[config.mk]
export PLATFORM = sky130hd
export DESIGN_NAME = pipeline_ctrl
export DESIGN_NICKNAME = d
export VERILOG_FILES = /design/src/rtl/pipeline_ctrl.sv
export SDC_FILE = /design/constraint.sdc
export NUM_CORES = 1
export LEC_CHECK = 0
export CAP_MARGIN = 20
export CELL_PAD_IN_SITES_DETAIL_PLACEMENT = 0
export CELL_PAD_IN_SITES_GLOBAL_PLACEMENT = 2
export CORE_MARGIN = 3
export CORE_UTILIZATION = 33
export DETAILED_ROUTE_END_ITERATION = 6
export PLACE_DENSITY_LB_ADDON = 0.1
export SLEW_MARGIN = 25
export SYNTH_ARGS = -nofsm -noshare
export SYNTH_HDL_FRONTEND = slang
export SYNTH_SLANG_ARGS = --single-unit
[constraint.sdc]
create_clock -name clk -period 5.7 [get_ports clk]
set_clock_uncertainty 0.1 [all_clocks]
set_input_delay 1.425 -clock clk [delete_from_list [all_inputs] [get_ports clk]]
set_output_delay 1.425 -clock clk [all_outputs]
set_load 0.01 [all_outputs]
[src/rtl/pipeline_ctrl.sv]
// Pipeline sequencer for the 5-stage MIPS core.
// It provides run/step/halt sequencing for the debug unit.
// It detects load-use hazards between ID and EX.
// It generates the stage enables and flush controls.
// It also keeps cycle and stall counters for debug readout.
module pipeline_ctrl #(
  parameter int NB_REG       = 5,
  parameter int NB_CYC       = 32,
  parameter int NB_STALL     = 16,
  parameter int DRAIN_CYCLES = 4
) (
  input  logic                clk,
  input  logic                i_rst_n,
  input  logic                i_run,
  input  logic                i_step,
  input  logic                i_halt_instr,
  input  logic [NB_REG-1:0]   i_id_rs,
  input  logic [NB_REG-1:0]   i_id_rt,
  input  logic [NB_REG-1:0]   i_ex_rt,
  input  logic                i_ex_memRead,
  input  logic                i_branch_taken,
  output logic                o_pipe_en,
  output logic                o_pc_en,
  output logic                o_if_id_en,
  output logic                o_if_id_flush,
  output logic                o_id_ex_flush,
  output logic [2:0]          o_state,
  output logic                o_halted,
  output logic [NB_CYC-1:0]   o_cycle_cnt,
  output logic [NB_STALL-1:0] o_stall_cnt
);

  typedef enum logic [2:0] {
    IDLE   = 3'd0,
    RUN    = 3'd1,
    STEP   = 3'd2,
    DRAIN  = 3'd3,
    HALTED = 3'd4
  } state_e;

  state_e              state_q, state_d;
  logic [3:0]          drain_q, drain_d;
  logic [NB_CYC-1:0]   cycleCnt_q, cycleCnt_d;
  logic [NB_STALL-1:0] stallCnt_q, stallCnt_d;
  logic                loadUse;
  logic                stallEvent;

  assign loadUse = i_ex_memRead && (i_ex_rt != '0) &&
                   ((i_ex_rt == i_id_rs) || (i_ex_rt == i_id_rt));

  // Next-state and combinational control outputs for the current state.
  // A taken branch outranks HALT, and HALT outranks a load-use stall.
  always_comb begin
    state_d       = state_q;
    drain_d       = drain_q;
    o_pipe_en     = 1'b0;
    o_pc_en       = 1'b0;
    o_if_id_en    = 1'b0;
    o_if_id_flush = 1'b0;
    o_id_ex_flush = 1'b0;
    o_halted      = 1'b0;
    stallEvent    = 1'b0;
    unique case (state_q)
      IDLE: begin
        if (i_run)       state_d = RUN;
        else if (i_step) state_d = STEP;
      end
      RUN, STEP: begin
        o_pipe_en = 1'b1;
        if (i_branch_taken) begin
          o_pc_en       = 1'b1;
          o_if_id_en    = 1'b1;
          o_if_id_flush = 1'b1;
          o_id_ex_flush = 1'b1;
        end else if (i_halt_instr) begin
          o_if_id_en    = 1'b1;
          o_if_id_flush = 1'b1;
        end else if (loadUse) begin
          o_id_ex_flush = 1'b1;
          stallEvent    = 1'b1;
        end else begin
          o_pc_en    = 1'b1;
          o_if_id_en = 1'b1;
        end
        if (!i_branch_taken && i_halt_instr) begin
          state_d = DRAIN;
          drain_d = 4'(DRAIN_CYCLES);
        end else if (state_q == STEP || !i_run) begin
          state_d = IDLE;
        end
      end
      DRAIN: begin
        o_pipe_en     = 1'b1;
        o_if_id_en    = 1'b1;
        o_if_id_flush = 1'b1;
        drain_d       = drain_q - 4'd1;
        if (drain_q <= 4'd1) begin
          state_d = HALTED;
          drain_d = 4'd0;
        end
      end
      HALTED: begin
        o_halted = 1'b1;
      end
      default: begin
        state_d = IDLE;
        drain_d = 4'd0;
      end
    endcase
  end

  // Saturating event counters: they hold at all-ones instead of wrapping.
  always_comb begin
    cycleCnt_d = cycleCnt_q;
    stallCnt_d = stallCnt_q;
    if (o_pipe_en && (cycleCnt_q != '1)) cycleCnt_d = cycleCnt_q + NB_CYC'(1);
    if (stallEvent && (stallCnt_q != '1)) stallCnt_d = stallCnt_q + NB_STALL'(1);
  end

  // State, drain counter and event counters; reset aborts any operation.
  always_ff @(posedge clk or negedge i_rst_n) begin
    if (!i_rst_n) begin
      state_q    <= IDLE;
      drain_q    <= 4'd0;
      cycleCnt_q <= '0;
      stallCnt_q <= '0;
    end else begin
      state_q    <= state_d;
      drain_q    <= drain_d;
      cycleCnt_q <= cycleCnt_d;
      stallCnt_q <= stallCnt_d;
    end
  end

  assign o_state     = state_q;
  assign o_cycle_cnt = cycleCnt_q;
  assign o_stall_cnt = stallCnt_q;

endmodule

==> results.yml <==
timing:
  grt_setup_unrepaired: "no"
  final.period_utilization_pct: 89.7
  setup_viol: 0
  slew_headroom_pct: 43.6
  fin_ws_ns: 0.588
  worstMarginPinSlew_ns: 0.839
  min_period_ns: 5.11
  hold_viol_final: 0
  fmax_mhz: 196
  slew_viol_final: 0
  hold_ws_ns: 0.395
  fin_setup_tns_ns: 0
global_routing:
  use_met3_pct: 3.28
  grt_max_degree: 56
  grt_pass1_wl_um: 12300
  use_met2_pct: 23.6
  grt_pass1_vias: 2549
  antenna_found_initial: 0
  grt.busiest_layer: "met2"
  grt_remaining_overflow: 0
  grt_usage_pct: 14.8
  use_met1_pct: 20.4
route:
  drc: 0
  viasPerCell: 5.20
  ant_nets: 0
  drtIter0Drc: 47
  first_pass_iters: 4
  routed_wl_um: 7510
  wl_per_cell_um: 15.6
  vias: 2501
final_layout:
  antenna_cells: 0
  drive_above_1_share_pct: 8.85
  fin_util_pct: 45.5
  syn_to_final_growth_pct: 32.0
  nets: 398
setup_path:
  crit_chain: "clkdlybuf4s50_1 > or4_1 > o21ai_4 > nor4b_1 > o22ai_1 > clkdlybuf4s50_1"
  cp_max_fo: 7
  critPathTopFamily: "buffers and inverters"
  arrival_ns: 3.59
  path_class: "in2out"
  cp.depth: 6
  slowest_stage: "or4_1"
  required_ns: 4.18
  end_kind: "primary output"
  path_buf_inv: 2
  cp-start-kind: "input port"
  r2r_cells: 7
  critical_path.max_stage_delay_ns: 0.60
  cpMostUsedCell: "clkdlybuf4s50_1"
place:
  hpwlAfterDp_um: 5430
  dp_slack_ns: 0.556
  portBuffers: 78
  gp_congestion: 0.729
synth:
  muxShareOfSynthArea_pct: 1.39
  avgSynthCellArea_um2: 10.5
  ys_seq_elements: 55
  synth_cells: 292
  synth_ff_type: "dfrtp_1"
  yosys.area_share.simple_pct: 27.4
  synthAdderAreaFrac_pct: 1.63
  synth_top_family_by_area: "simple AND/OR/NAND/NOR gates"
  synth_cell_type_count: 48
  yosys_warnings: 0
  syn_nets: 318
  ys_seq_area_share_pct: 44.9
  synthesis.area_um2: 3070
  synth_compound_area_share_pct: 6.12
  synthXorXnorAreaFrac_pct: 16.0
  synth_edf_count: 0
  async_reset_ff_share_pct: 100
pwr:
  leakagePower_nw: 1.66
  powerDensity_nw_per_um2: 165
  ir_worst_vdd_mv: 0.0889
clock_tree:
  cts_hold_repair.buffers: 0
  clockRootBuffer: "clkbuf_8"
  cts_max_path_buffers: 2
  cts_tree: "built"
  post_cts_buffers: 0
  cts_buffers: 5
  clock_latency_ns: 0.31
  clk_pin_slew_ns: 0.10
  cts_max_level: 2
  cts_resized: 0
  clock-sinks: 55
worst_hold_path:
  hold_depth: 1
  hold_path_class: "reg2reg"
die:
  die_width_um: 102
  ios: 79
  rows: 34
  dieHeight_um: 102
  start_util_pct: 34.5
  die_area_um2: 10500
  core_area_um2: 8890
flow_run:
  maxCapViolCount: 0
outcome:
  status: "complete, no violations"
-- placed cells by master, fill, tap and decap left out, types with 3 or more instances in the layout --
master and instances:
ha_1 4, inv_1 8, xor2_1 15, nor3_2 5, nor2_1 21, o21ai_0 5
xnor2_1 41, buf_4 3, nor4_1 5, nand4_1 31, nand2_1 19, clkdlybuf4s50_1 77
and3_1 9, nand4_4 3, nand3_1 15, nor3_1 6, dfrtp_1 55, a31oi_1 3
clkbuf_8 6, a21oi_1 3
-- flip-flops by register name (all words and copies together), names as in the netlist --
name / flops
drain_q: 4
o_cycle_cnt: 32
o_state: 3
o_stall_cnt: 16
-- synth_stat cells (3+ instances only) --
| master | instances | area, um2 |
|---|---|---|
| nand2_1 | 19 | 71.3 |
| xor2_1 | 15 | 131 |
| inv_1 | 8 | 30.0 |
| ha_1 | 4 | 50.1 |
| dfrtp_1 | 55 | 1380 |
| nor3_2 | 5 | 50.1 |
| a31oi_1 | 3 | 18.8 |
| nand3_1 | 15 | 75.1 |
| nor3_1 | 6 | 30.0 |
| buf_2 | 4 | 20.0 |
| nor4_1 | 5 | 31.3 |
| xnor2_1 | 41 | 359 |
| nand4_1 | 31 | 194 |
| o21ai_0 | 5 | 25.0 |
| nor2_1 | 21 | 78.8 |
| a21oi_1 | 3 | 15.0 |
| buf_4 | 3 | 22.5 |
| nand4_4 | 3 | 63.8 |
| and3_1 | 9 | 56.3 |
-- final timing paths --
path | from | endpoint | slack, ns
setup / recovery | i_ex_rt[1] | o_if_id_en | 0.59
hold / removal | o_cycle_cnt[23]$_DFFE_PN0P_ | o_cycle_cnt[23]$_DFFE_PN0P_ | 0.40
setup reg to reg | o_cycle_cnt[0]$_DFFE_PN0P_ | o_cycle_cnt[5]$_DFFE_PN0P_ | 3.26
hold reg to reg | o_cycle_cnt[23]$_DFFE_PN0P_ | o_cycle_cnt[23]$_DFFE_PN0P_ | 0.40
max in group asynchronous | i_rst_n | o_stall_cnt[5]$_DFFE_PN0P_ | 3.88
min in group asynchronous | i_rst_n | o_state[2]$_DFFE_PN0P_ | 1.13
-- layout make-up --
type	count	area, um2
inverters	9	33.8
clock buffers	7	86.3
multi-input cells	220	1610
fillers	873	4840
flip-flops and latches	55	1380
clock inverters	1	8.76
repair buffers	81	798
well taps	108	135
-- stage by stage --
stage                     area, um2  total power, W  cells
after floorplan                3070        0.000413    292
after global placement         3950        0.000443    473
after detailed placement       3950        0.000443    473
after CTS                      4050        0.000682    481
after global routing           4050        0.000699    481
final                          4050        0.000667    481
-- kinds of logic (layout without fill, tap and decap cells) --
| family | count (synthesis) | after routing |
|---|---|---|
| AND/OR/NAND/NOR | 133 | 133 |
| multiplexers | 4 | 4 |
| flip-flops | 55 | 55 |
| buffers and inverters | 17 | 98 |
| adder cells (fa/ha/maj) | 4 | 4 |
| XOR/XNOR | 56 | 56 |
| AO/OA/AOI/OAI | 23 | 23 |
-- metal layers --
layer	vias to the layer above	routed length [um]
li1	1210	-
met1	1226	3730
met2	58	3430
met3	7	288
met4	0	69
met5	-	0
-- power by group --
part           switching, W  leakage [nW]  internal, W
Sequential     0.0000000859         0.743     0.000390
Clock              0.000133        0.0484     0.000100
Combinational     0.0000225         0.868    0.0000213
Total              0.000156          1.66     0.000511
Note: power is estimated with default switching activity, not from simulation.
